**src/rtl/program_loader.sv**
```systemverilog
// program_loader
// Boot-time loader and run controller for the single-cycle core.
// Receives the program image as a byte stream, packs every four bytes
// little-endian into one instruction word, writes the words to consecutive
// instruction-memory word addresses, then releases the core through the
// prog_ready/prog_ack handshake.
//
// Ports:
//   clk, rst           system clock, synchronous active-high reset
//   start, prog_len    load request and image length in words (sampled together)
//   byte_valid/ready   byte-stream handshake, byte_data carries the byte
//   imem_w_en          instruction-memory write strobe
//   imem_wr_addr       word-aligned byte address of the write
//   imem_data_in       packed instruction word
//   prog_ready         core may fetch/execute
//   prog_ack           core acknowledges release
//   busy/done/error    status: loading/releasing, running, sticky fault
module program_loader #(
    parameter int DATA_WIDTH  = 32,
    parameter int ADDR_WIDTH  = 32,
    parameter int MEM_DEPTH   = 1024,
    parameter int ACK_TIMEOUT = 16
) (
    input  logic                  clk,
    input  logic                  rst,
    input  logic                  start,
    input  logic [ADDR_WIDTH-1:0] prog_len,
    input  logic                  byte_valid,
    input  logic [7:0]            byte_data,
    output logic                  byte_ready,
    output logic                  imem_w_en,
    output logic [ADDR_WIDTH-1:0] imem_wr_addr,
    output logic [DATA_WIDTH-1:0] imem_data_in,
    output logic                  prog_ready,
    input  logic                  prog_ack,
    output logic                  busy,
    output logic                  done,
    output logic                  error
);

    typedef enum logic [2:0] {
        S_IDLE,
        S_LOAD,
        S_WRITE,
        S_RELEASE,
        S_RUN
    } state_t;

    localparam int TMO_W = $clog2(ACK_TIMEOUT) + 1;
    localparam logic [ADDR_WIDTH-1:0] MAX_WORDS = ADDR_WIDTH'(MEM_DEPTH / 4);

    state_t                  state;
    state_t                  state_d;
    logic [ADDR_WIDTH-1:0]   len_q;
    logic [ADDR_WIDTH-1:0]   word_cnt;
    logic [1:0]              byte_cnt;
    logic [23:0]             word_buf;
    logic [TMO_W-1:0]        tmo_cnt;

    logic start_ok;
    logic byte_fire;
    logic last_word;
    logic tmo_expired;
    logic accept_start;
    logic reject_start;
    logic tmo_fail;

    assign start_ok    = (prog_len != '0) && (prog_len <= MAX_WORDS);
    // byte_ready is registered from the next state, so it is high exactly in LOAD
    assign byte_fire   = byte_valid && byte_ready;
    assign last_word   = (word_cnt + ADDR_WIDTH'(1)) == len_q;
    assign tmo_expired = tmo_cnt == TMO_W'(ACK_TIMEOUT - 1);

    always_ff @(posedge clk) begin
        if (rst) begin
            state <= S_IDLE;
        end else begin
            state <= state_d;
        end
    end

    always_comb begin
        state_d      = state;
        accept_start = 1'b0;
        reject_start = 1'b0;
        tmo_fail     = 1'b0;
        case (state)
            S_IDLE, S_RUN: begin
                if (start) begin
                    if (start_ok) begin
                        accept_start = 1'b1;
                        state_d      = S_LOAD;
                    end else begin
                        reject_start = 1'b1;
                    end
                end
            end
            S_LOAD: begin
                if (byte_fire && (byte_cnt == 2'd3)) begin
                    state_d = S_WRITE;
                end
            end
            S_WRITE: begin
                state_d = last_word ? S_RELEASE : S_LOAD;
            end
            S_RELEASE: begin
                // an ack sampled in the final timeout cycle still wins
                if (prog_ack) begin
                    state_d = S_RUN;
                end else if (tmo_expired) begin
                    tmo_fail = 1'b1;
                    state_d  = S_IDLE;
                end
            end
            default: begin
                state_d = S_IDLE;
            end
        endcase
    end

    // Outputs are registered from the next state so they line up with it
    always_ff @(posedge clk) begin
        if (rst) begin
            byte_ready   <= 1'b0;
            imem_w_en    <= 1'b0;
            imem_wr_addr <= '0;
            imem_data_in <= '0;
            prog_ready   <= 1'b0;
            busy         <= 1'b0;
            done         <= 1'b0;
            error        <= 1'b0;
            len_q        <= '0;
            word_cnt     <= '0;
            byte_cnt     <= 2'd0;
            word_buf     <= '0;
            tmo_cnt      <= '0;
        end else begin
            byte_ready <= (state_d == S_LOAD);
            imem_w_en  <= (state_d == S_WRITE);
            prog_ready <= (state_d == S_RELEASE) || (state_d == S_RUN);
            busy       <= (state_d == S_LOAD) || (state_d == S_WRITE) ||
                          (state_d == S_RELEASE);
            done       <= (state_d == S_RUN);

            if (accept_start) begin
                error    <= 1'b0;
                len_q    <= prog_len;
                word_cnt <= '0;
                byte_cnt <= 2'd0;
                word_buf <= '0;
            end else if (reject_start || tmo_fail) begin
                error <= 1'b1;
            end

            if (byte_fire) begin
                byte_cnt <= byte_cnt + 2'd1;
                case (byte_cnt)
                    2'd0: word_buf[7:0]   <= byte_data;
                    2'd1: word_buf[15:8]  <= byte_data;
                    2'd2: word_buf[23:16] <= byte_data;
                    default: begin
                        // fourth byte completes the word; present it for the WRITE cycle
                        imem_data_in <= DATA_WIDTH'({byte_data, word_buf});
                        imem_wr_addr <= {word_cnt[ADDR_WIDTH-3:0], 2'b00};
                    end
                endcase
            end

            if (state == S_WRITE) begin
                word_cnt <= word_cnt + ADDR_WIDTH'(1);
            end

            if (state == S_RELEASE) begin
                tmo_cnt <= tmo_cnt + TMO_W'(1);
            end else begin
                tmo_cnt <= '0;
            end
        end
    end

endmodule

```
**config.mk**
```make
export PLATFORM = sky130hd
export DESIGN_NAME = program_loader
export DESIGN_NICKNAME = d
export VERILOG_FILES = /design/src/rtl/program_loader.sv
export SDC_FILE = /design/constraint.sdc
export NUM_CORES = 1
export LEC_CHECK = 0
export BUFFER_PORTS_ARGS = -buffer_cell sky130_fd_sc_hd__buf_4
export CORE_MARGIN = 3
export CORE_UTILIZATION = 50
export CTS_CLUSTER_SIZE = 10
export DETAILED_ROUTE_END_ITERATION = 10
export PLACE_DENSITY_LB_ADDON = 0.25
export REMOVE_ABC_BUFFERS = 1
export SYNTH_ARGS = -nofsm -noshare
export SYNTH_HDL_FRONTEND = slang
export SYNTH_SLANG_ARGS = --single-unit
```
**constraint.sdc**
```tcl
create_clock -name clk -period 2.8 [get_ports clk]
set_input_delay 0.56 -clock clk [delete_from_list [all_inputs] [get_ports clk]]
set_output_delay 0.56 -clock clk [all_outputs]
set_load 0.05 [all_outputs]
```
Yosys cells after proc, flatten, opt, wreduce, memory -nomap -nowiden
Index checks and enable logic that the tools add are counted.
Widths: inputs -> output; s select.
- $add $sub $neg: 3
- magnitude comparators: 1
- eq/ne operators: 13
- mux-type cells: 25
- bitwise operators: 2
- reductions and logical operators: 17
- operators by type and width (cell ; count):
    $mux 32 ; 2
    $mux 24 ; 2
    $add 32x1->32 const B ; 1
    $eq 32x32->1 ; 1
    $le 32x9->1 const B ; 1
    $reduce_bool 32->1 ; 1
    $mux 8 ; 3
    $mux 3 ; 5
    $eq 3x2->1 const B ; 4
    $pmux 3 s4 ; 1
    $mux 1 ; 9
    $eq 3x1->1 const B ; 2
    $eq 3x3->1 const B ; 2
    $mux 2 ; 3
    $reduce_or 2->1 ; 3
    $add 5x1->5 const B ; 1
    $eq 5x4->1 const B ; 1
    $eq 2x2->1 const B ; 2
    $logic_or 1x1->1 ; 4
    $reduce_bool 2->1 ; 2
    $logic_and 1x1->1 ; 3
    $logic_not 3->1 ; 1
    $reduce_or 3->1 ; 1
    $add 2x1->2 const B ; 1
    4 further kinds ; 5
- flip-flop bits (word level): 166
- input bits: 45
- output and inout port bits: 70
- word-level logic and storage cells: 75

Depth between registers and ports, before layout
Gate-level depths: netlist (run 1).
- depth in word-level cells: 8
- depth in mapped cells: 11
- depth with buffers taken out: 9

Worst setup path before layout (run 1)
Ideal clock, no wire load.
- path type: in2reg
- start point: input prog_len[4]
- end point: register word_cnt[29]
- library setup time: 128 ps
- arrival time: 2520 ps
- data required time: 2672 ps
- slack: 153 ps
- stages: 9
- path buffers: 1
- cell sequence: or4_1 o21ai_0 nand4bb_1 mux2_2 nor2_1 clkbuf_1 nand2_1 a21oi_1 nor2_1
- cells in the longest elaborated chain, start to end: 6
- elaborated cells on any way between the ends: 7
- classes of those cells: order compare: 1; mux: 3; reduce/logical: 3
- RTL lines (element ; RTL line ; source):
    start: declaration ; 27 ; input logic [ADDR_WIDTH-1:0] prog_len,
    $le 32x9->1 or $reduce_bool 32->1 (tied branches) ; 68 ; assign start_ok = (prog_len != '0) && (prog_len <= MAX_WORDS);
    $logic_and 1x1->1 * ; 68 ;
    $mux 1 * ; 90 ; if (start_ok) begin
    $mux 1 * ; 89 ; if (start) begin
    $mux 1 * ; 87 ; case (state)
    $reduce_bool 2->1 (no source line) * ; n/a ;
    end signal: assignment ; 170 ; word_cnt <= word_cnt + ADDR_WIDTH'(1);
    end: declaration ; 55 ; logic [ADDR_WIDTH-1:0] word_cnt;
Every way passes the cells marked *; elsewhere a longest branch is shown, timed or not.
A chain may end at the register's enable or synchronous reset.

Worst setup path after layout (run 1)
- start point: register word_cnt[1]
- end point: register imem_w_en
- cells in the longest elaborated chain, start to end: 5
- RTL lines (element ; RTL line ; source):
    $add 32x1->32 ; 71 ; assign last_word = (word_cnt + ADDR_WIDTH'(1)) == len_q;
    $eq 32x32->1 ; 71 ;
    $mux 2 ; 104 ; state_d = last_word ? S_RELEASE : S_LOAD;
    $pmux 3 s4 ; 87 ;
    $eq 3x2->1 ; 139 ; imem_w_en <= (state_d == S_WRITE);
    end signal: assignment ; 139 ;
    end: declaration ; 31 ; output logic imem_w_en,
Every way passes these cells.

==> results of run 1 <==
==> metal layers <==
layer | wire length, µm | part of all wire
met5 | 0 | 0
met4 | 265 | 0.014
met3 | 1260 | 0.066
met2 | 8890 | 0.47
met1 | 8580 | 0.45
==> cells by family (layout without fill, tap and decap cells) <==
family | after synthesis | in the layout
compound gates | 191 | 191
other cells | 1 | 2
mux | 14 | 14
flops | 166 | 166
simple gates | 409 | 409
xor+xnor | 44 | 44
buf+inv | 81 | 197
fa+ha+maj | 7 | 7
==> cell type report <==
cell class / count / area share
multi-input combinational: 667 / 0.408
clock inverter: 13 / 0.0174
timing repair buffer: 156 / 0.131
clock buffer: 19 / 0.0497
sequential: 166 / 0.365
tap: 180 / 0.0247
inverter: 9 / 0.00371
==> registers in the layout, indices dropped and copies added (netlist names), 2 cells and up <==
register	count
tmo_cnt	5
imem_data_in	32
byte_cnt	2
state	3
imem_wr_addr	30
word_cnt	32
len_q	32
word_buf	24
==> how the worst max path moves through the flow <==
stage                             start              endpoint  slack (ns)
6_report       word_cnt[1]$_SDFFE_PP0P_  imem_w_en$_SDFF_PP0_        0.12
3_5_place_dp   word_cnt[1]$_SDFFE_PP0P_  imem_w_en$_SDFF_PP0_        0.03
5_1_grt        word_cnt[1]$_SDFFE_PP0P_   state[1]$_SDFF_PP0_       0.008
4_1_cts        word_cnt[1]$_SDFFE_PP0P_  imem_w_en$_SDFF_PP0_       0.009
3_3_place_gp   word_cnt[0]$_SDFFE_PP0P_  imem_w_en$_SDFF_PP0_        0.07
2_1_floorplan               prog_len[4]    error$_SDFFE_PP0P_       -0.44
==> synth_stat cells, drive strengths merged (5+ instances only) <==
library cell	instances	area, µm²
nor4	12	87.6
or4	5	37.5
or3	8	50.1
nor2b	7	43.8
a311oi	8	70.1
clkbuf	57	215
xnor2	25	219
and4	5	43.8
dfxtp	166	3320
buf	15	87.6
nor3	20	105
nand4	18	125
a31oi	7	43.8
ha	7	87.6
and3	7	43.8
o21ai	26	130
a21oi	120	601
mux2i	12	120
inv	9	33.8
nand3	43	228
nand2	187	702
and2	27	169
nor2	55	206
xor2	19	166
==> critical path: stages (launching register included) <==
cell and delay [ns]:
dfxtp_1 0.34, ha_1 0.22, nand3_4 0.09, buf_4 0.17, nor4_2 0.35, buf_4 0.27, a31o_2 0.17, o2111ai_1 0.10
nor4_1 0.24, nand4_1 0.19, o31ai_4 0.28, and3_1 0.19
==> per-stage QoR <==
stage / TNS, ns / power (mW) / std cells / setup slack [ns]
floorplan: -11.03 / 2.43 / 842 / -0.445
global placement: 0 / 2.53 / 1178 / 0.0732
detailed placement: 0 / 2.54 / 1178 / 0.0250
CTS: 0 / 4.93 / 1210 / 0.00937
global route: 0 / 5.05 / 1210 / 0.00754
finish: 0 / 4.90 / 1210 / 0.124
==> power by group through the flow <==
stage	sequential, mW	clock [mW]	combinational [mW]
final	2.36	2.42	0.119
after floorplan	2.42	0	0.0141
after CTS	2.36	2.45	0.120
after global routing	2.36	2.56	0.128
after detailed placement	2.42	0	0.120
after global placement	2.42	0	0.119
==> repair_timing <==
item | in CTS | in global routing
hold endpoints to repair | 0 | 0
endpoints found under the setup margin | 0 | 4
gates resized for setup | 0 | 7
==> flow_summary.toml, run 1 <==
[status]
status = "complete, no violations"

[finish]
final_common_cell = "nand2_1"
layout-drive-gt1-share = 0.204
fin_util = 0.646
antenna_cells = 0
final_area_mm2 = 0.00911
fill_cells = 1250
nets = 1069
register_area_mm2 = 0.00333
final_cell_mix = "186 x nand2_1, 164 x dfxtp_1, 154 x buf_4"
area_growth_syn_to_layout_pct = 24.1
multi_input_area_mm2 = 0.00372

[hold_path]
worstHoldPathCells = 3
hold_path_end = "len_q[2]$_SDFFE_PP0P_"
min_from = "prog_len[2]"
hold_path.class = "in -> reg"

[route]
wl_per_cell_um = 15.7
drt_iter0_markers = 525
num_vias = 6749
routed_wl_um = 19000
via_per_inst = 5.58
drcViolationCount = 0
ant_nets = 0
firstDrtPassIters = 5

[setup_path]
cp_max_fo = 14
r2r-end = "imem_w_en$_SDFF_PP0_"
critical_path_arrival_ns = 3.04
ff2ff_path_depth = 11
r2r_slack_ns = 0.12
cp-start-kind = "flop"
required_ns = 3.17
cp-end-kind = "flop"
path_class = "reg -> reg"
r2r_start = "word_cnt[1]$_SDFFE_PP0P_"

[sta]
tightest_slew_ns = 0.664
hold_ws_ns = 0.381
relSlewSlack = 0.557
setup_violations = 0
skew_ns = 0.00939
fin_crit_ns = 2.68
finalMaxSlewViolations = 0
max_freq_ghz = 0.374
finalCritPeriodShare = 0.956
hold_violations = 0
rsz0062_at_grt = "false"

[global_routing]
use_met3 = 0.0493
busiest_layer = "met2"
grt_max_degree = 67
antenna_found_initial = 0
grt_overflow = 0
met2_usage = 0.389
met1_usage = 0.312
grt_pass1_vias = 6363
grt_pass1_wl_um = 31200
track_usage = 0.235

[clock_network]
clock_path_buffers = 2
postCtsSetupBuffers = 0
clock_latency_ns = 0.43
ctsHtreeMaxLevel = 4
cts.sinks = 166
numCtsBuffers = 17
clk_pin_slew_ns = 0.07
cts_tree = "done"
root_buffer = "clkbuf_16"
cts_hold_buf = 0

[synth]
synth_cell_types = 62
syn_inst = 913
yosys.area_share.xor_xnor = 0.0525
synth_edf_count = 0
synth.avg_cell_area_um2 = 8.04
yosysWarnings = 0
synthMuxAreaShare = 0.0194
synthSimpleGateAreaFrac = 0.268
synthAdderAreaFrac = 0.0119
async_flop_share = 0
ys_seq_area_frac = 0.453
synth_compound_area_frac = 0.149
synth_top_family_by_area = "simple AND/OR/NAND/NOR gates"
netlist_area_mm2 = 0.00734
synthFlopType = "dfxtp_1"
ys_seq_elements = 166

[pwr]
combPwrFrac = 0.024
switching_share = 0.223
p_per_area_mw_per_mm2 = 537
p_int_mw = 3.80
p_sw_mw = 1.09
ir_worst_vdd_mv = 0.322
power_leakage_nw = 3.50
power.share.clock = 0.493
seq_power_share = 0.482

[job]
cap_violations = 0

[placement]
place_area_mm2 = 0.00847
portBuffers = 112
gp_congestion = 0.922
dp_hpwl_um = 12700

[floorplanning]
die_w_um = 127
fp.dieH_um = 127
initial_utilization = 0.521
rows = 43
dieArea_mm2 = 0.0162
core_mm2 = 0.0141
boundaryPins = 115
Power figures use the tool's default switching activity.
==> run 2: changes to the inputs <==
--- a/config.mk
+++ b/config.mk
@@ -5,7 +5,7 @@
 export SDC_FILE = /design/constraint.sdc
 export NUM_CORES = 1
 export LEC_CHECK = 0
-export BUFFER_PORTS_ARGS = -buffer_cell sky130_fd_sc_hd__buf_4
+export BUFFER_PORTS_ARGS = -buffer_cell sky130_fd_sc_hd__buf_2
 export CORE_MARGIN = 3
 export CORE_UTILIZATION = 50
 export CTS_CLUSTER_SIZE = 10
==> run 2 against run 1 <==
Against the previous run: non-clock buffer count shrank 1; utilization shrank 2.6 points; clock power shrank 11%; critical endpoint unchanged; global-route usage shrank 0.97 points; cell count is essentially flat; worst hold slack is essentially flat; clock skew is essentially flat; flip-flop and latch count is the same; highest routed layer unchanged; sequential power is essentially flat; first-iteration DRC count shrank 2.5%; combinational power shrank 14%.
==> flow_summary.toml, run 2 (synthesis gave the netlist of run 1 again) <==
[setup_path]
required_ns = 3.17
cp-start-kind = "flop"
cp_max_fo = 4
r2r_start = "state[1]$_SDFF_PP0_"
r2r_slack_ns = 0.18
ff2ff_path_depth = 8
r2r-end = "imem_w_en$_SDFF_PP0_"
critPathMaxStageDelay_ns = 0.50
critPathTopFamily = "simple AND/OR/NAND/NOR gates"
path_class = "reg -> reg"
cp_slowest_cell = "or3b_2"
worstPathCellList = "or3b_2 > nor3_1 > nand4b_1 > a311o_1 > nor4_1 > nand4_1 > o31ai_4 > and3_1"
cp-end-kind = "flop"
cp_num_buf_inv = 0
critical_path_arrival_ns = 2.99

[finish]
final_common_cell = "nand2_1"
layout-drive-gt1-share = 0.197
final_area_mm2 = 0.00874
fin_util = 0.620
fill_cells = 1315
top_regs = "imem_data_in: 32 flops, len_q: 32 flops, word_cnt: 32 flops"
nets = 1068
final_cell_mix = "186 x nand2_1, 166 x dfxtp_1, 120 x a21oi_1"
antenna_cells = 0
fin_cells = 1209
area_growth_syn_to_layout_pct = 19.1

[clock_network]
clk_pin_slew_ns = 0.06
numCtsBuffers = 17
cts_tree = "done"
ctsHtreeMaxLevel = 4
postCtsSetupBuffers = 0
cts_hold_buf = 0
clock_latency_ns = 0.43
root_buffer = "clkbuf_16"
cts.sinks = 166
clock_path_buffers = 2
cts_resized = 0

[floorplanning]
rows = 43
fp.dieH_um = 127
dieArea_mm2 = 0.0162
die_w_um = 127
initial_utilization = 0.521
boundaryPins = 115
core_mm2 = 0.0141

[route]
routed_wl_um = 18200
drcViolationCount = 0
firstDrtPassIters = 6
via_per_inst = 5.56
wl_per_cell_um = 15.0
ant_nets = 0
num_vias = 6718
drt_iter0_markers = 512

[sta]
setup_violations = 0
fin_crit_ns = 2.62
max_freq_ghz = 0.382
tightest_slew_ns = 0.653
finalMaxSlewViolations = 0
finalCritPeriodShare = 0.935
rsz0062_at_grt = "false"
fin_setup_tns_ns = 0
skew_ns = 0.00890
hold_violations = 0
relSlewSlack = 0.564

[status]
status = "complete, no violations"

[hold_path]
hold_path_end = "len_q[0]$_SDFFE_PP0P_"
hold_path.class = "in -> reg"
worstHoldPathCells = 3
min_from = "prog_len[0]"

[global_routing]
antenna_found_initial = 0
grt_pass1_wl_um = 29900
grt_overflow = 0
grt_max_degree = 63
track_usage = 0.226
grt_pass1_vias = 6098

[pwr]
power_leakage_nw = 3.42
p_per_area_mw_per_mm2 = 528
ir_worst_vdd_mv = 0.432
finalPower_mw = 4.62

[placement]
numPlacedInstances = 1177
gp_congestion = 0.911
dp_hpwl_um = 12300
portBuffers = 112
place_area_mm2 = 0.00819

[job]
cap_violations = 0
run 2: cell count changes in the layout (fill, tap and decap cells not counted), moves of 2 or more:
cell,change
nor2_2,-2
clkinvlp_4,+2
dfxtp_2,-2
nor2_1,+2
inv_8,-3
dfxtp_1,+2
buf_4,-112
clkinv_2,+2
buf_2,+111
bufinv_16,-2
run 2: area by class of cell:
type                            instances  area [µm²]  share of cell area
Clock buffer                           19         443              0.0507
Multi-Input combinational cell        667        3710               0.424
Tap cell                              180         225              0.0258
Inverter                                9        33.8             0.00386
Timing Repair Buffer                  155         911               0.104
Clock inverter                         13        98.8              0.0113
Sequential cell                       166        3320               0.380
run 2: how the worst max path moves through the flow:
stage,end,slack (ns),depth (start not counted),startpoint
CTS,imem_w_en$_SDFF_PP0_,0.09,9,word_cnt[0]$_SDFFE_PP0P_
floorplan,error$_SDFFE_PP0P_,-0.44,6,prog_len[4]
global placement,word_cnt[19]$_SDFFE_PP0P_,0.09,9,prog_len[0]
global route,imem_w_en$_SDFF_PP0_,0.03,10,word_cnt[0]$_SDFFE_PP0P_
finish,imem_w_en$_SDFF_PP0_,0.18,8,state[1]$_SDFF_PP0_
detailed placement,word_cnt[19]$_SDFFE_PP0P_,0.04,9,prog_len[0]
run 2: worst reg2reg max path, delay by kind of cell, from the launching register on:
| kind | cells | cell delay (ns) |
|---|---|---|
| AO/OA/AOI/OAI | 2 | 0.64 |
| flip-flops | 1 | 0.38 |
| AND/OR/NAND/NOR | 6 | 1.55 |
run 2: power breakdown:
part	internal [mW]	switching (mW)	leakage, nW
clock	1.17	0.987	0.261
combinational	0.0329	0.0691	1.83
sequential	2.36	0.000516	1.34
run 2: per-layer routing:
layer	up-vias	global-route usage	routed length, µm
met3	17	0.0431	1160
met2	224	0.363	8200
li1	3353	-	-
met5	-	0	0
met4	0	0.0612	233
met1	3124	0.312	8590
run 2: per-stage QoR:
step | setup slack, ns | hold slack (ns)
after detailed placement | 0.0361 | 0.440
final | 0.183 | 0.381
after global placement | 0.0894 | 0.434
after CTS | 0.0909 | 0.368
after floorplan | -0.445 | 0.418
after global routing | 0.0273 | 0.383
==> run 3: changes to the inputs <==
--- a/config.mk
+++ b/config.mk
@@ -10,6 +10,8 @@
 export CORE_UTILIZATION = 50
 export CTS_CLUSTER_SIZE = 10
 export DETAILED_ROUTE_END_ITERATION = 10
+export HOLD_SLACK_MARGIN = 0.03
+export MAX_ROUTING_LAYER = met4
 export PLACE_DENSITY_LB_ADDON = 0.25
 export REMOVE_ABC_BUFFERS = 1
 export SYNTH_ARGS = -nofsm -noshare
==> run 3 against run 2 <==
Against the previous run: critical path type unchanged; critical path depth is 2 higher; worst hold slack lost 0.0061 ns; design area up 0.92%; count of clock-buffer cells in the layout down 2; highest routed layer unchanged; utilization grew 0.57 points; setup slack improved by 0.031 ns.
==> flow_summary.toml, run 3 (synthesis gave the netlist of run 1 again) <==
[status]
status = "complete, no violations"

[route]
num_vias = 6743
firstDrtPassIters = 5
ant_nets = 0
via_per_inst = 5.56
drt_iter0_markers = 600
wl_per_cell_um = 15.3
routed_wl_um = 18600
drcViolationCount = 0

[clock_network]
clock_latency_ns = 0.43
postCtsSetupBuffers = 0
root_buffer = "clkbuf_16"
cts_hold_buf = 0
ctsHtreeMaxLevel = 4
numCtsBuffers = 17
cts_resized = 0
cts.sinks = 166
clk_pin_slew_ns = 0.07
clock_path_buffers = 2
cts_tree = "done"

[floorplanning]
die_w_um = 127
boundaryPins = 115
core_mm2 = 0.0141
rows = 43
fp.dieH_um = 127
initial_utilization = 0.521
dieArea_mm2 = 0.0162

[pwr]
finalPower_mw = 4.78
combPwrFrac = 0.021
ir_worst_vdd_mv = 0.538
switching_share = 0.236
p_per_area_mw_per_mm2 = 542
p_int_mw = 3.66
power_leakage_nw = 3.47
seq_power_share = 0.493
p_sw_mw = 1.13
power.share.clock = 0.485

[finish]
final_cell_mix = "186 x nand2_1, 166 x dfxtp_1, 120 x a21oi_1"
final_common_cell = "nand2_1"
nets = 1071
top_regs = "imem_data_in: 32 flops, len_q: 32 flops, word_cnt: 32 flops"
final_area_mm2 = 0.00882
antenna_cells = 0
fin_cells = 1212
layout-drive-gt1-share = 0.202
area_growth_syn_to_layout_pct = 20.2

[sta]
hold_ws_ns = 0.375
tightest_slew_ns = 0.675
finalMaxSlewViolations = 0
finalCritPeriodShare = 0.924
fin_crit_ns = 2.59
setup_violations = 0
hold_violations = 0
relSlewSlack = 0.550
max_freq_ghz = 0.387
rsz0062_at_grt = "false"
skew_ns = 0.00977
timing.final.ws_setup_ns = 0.214

[setup_path]
required_ns = 3.17
cp-end-kind = "flop"
cp_num_buf_inv = 1
worstPathCellList = "ha_1 > buf_4 > and3_1 > nand4_1 > xnor2_1 > a311o_1 > nor4_1 > nand4_1 > o31ai_4 > and3_1"
r2r-end = "imem_w_en$_SDFF_PP0_"
path_class = "reg -> reg"
ff2ff_path_depth = 10
cp-start-kind = "flop"
r2r_start = "word_cnt[0]$_SDFFE_PP0P_"
critical_path_arrival_ns = 2.96
r2r_slack_ns = 0.21
critPathMaxStageDelay_ns = 0.34
critPathTopFamily = "simple AND/OR/NAND/NOR gates"
cp_max_fo = 7
cp_slowest_cell = "dfxtp_1"

[placement]
numPlacedInstances = 1180
pre_cts_slack_ns = 0.0473
dp_hpwl_um = 12500
gp_congestion = 0.920
place_area_mm2 = 0.00821
portBuffers = 112

[hold_path]
worstHoldPathCells = 3
min_from = "prog_len[7]"
hold_path_end = "len_q[7]$_SDFFE_PP0P_"
hold_path.class = "in -> reg"

[job]
cap_violations = 0

[global_routing]
grt_max_degree = 64
antenna_found_initial = 0
track_usage = 0.240
grt_overflow = 0
grt_pass1_vias = 6033
grt_pass1_wl_um = 30800
## run 3: through the flow
| step | util | setup TNS [ns] |
|---|---|---|
| after global routing | 0.626 | 0 |
| final | 0.626 | 0 |
| after detailed placement | 0.582 | 0 |
| after global placement | 0.582 | 0 |
| after floorplan | - | -11.03 |
| after CTS | 0.624 | 0 |
## run 3: final cells by class
type / count / area [µm²]
multi-input combinational: 667 / 3720
clock inverter: 15 / 160
tap: 180 / 225
clock buffer: 17 / 425
sequential: 166 / 3320
timing repair buffer: 158 / 933
inverter: 9 / 33.8
fill: 1235 / 5280
## run 3: power by group through the flow
stage | logic [mW] | clock network [mW] | registers (mW)
final | 0.101 | 2.32 | 2.36
after global routing | 0.110 | 2.48 | 2.36
after CTS | 0.102 | 2.36 | 2.36
after detailed placement | 0.102 | 0 | 2.42
after global placement | 0.101 | 0 | 2.42
after floorplan | 0.0141 | 0 | 2.42
## run 3: worst max-delay path by stage
stage / startpoint / endpoint / slack, ns / cells after the start
after floorplan: prog_len[4] / error$_SDFFE_PP0P_ / -0.44 / 6
final: word_cnt[0]$_SDFFE_PP0P_ / imem_w_en$_SDFF_PP0_ / 0.21 / 10
after CTS: word_cnt[0]$_SDFFE_PP0P_ / imem_w_en$_SDFF_PP0_ / 0.07 / 9
after global routing: word_cnt[0]$_SDFFE_PP0P_ / imem_w_en$_SDFF_PP0_ / 0.03 / 10
after detailed placement: prog_len[0] / word_cnt[19]$_SDFFE_PP0P_ / 0.05 / 9
after global placement: prog_len[0] / word_cnt[19]$_SDFFE_PP0P_ / 0.09 / 9
## run 3: worst min-delay path, stage by stage
cell and delay (ns):
buf_2 0.09, mux2i_1 0.06, nor2_1 0.07
## run 3: layer usage
metal,up-vias,GRT usage,wire [µm]
met5,-,-,0
met4,0,0.0568,148
met3,17,0.0543,1330
met2,247,0.368,8620
met1,3118,0.325,8490
li1,3361,-,-
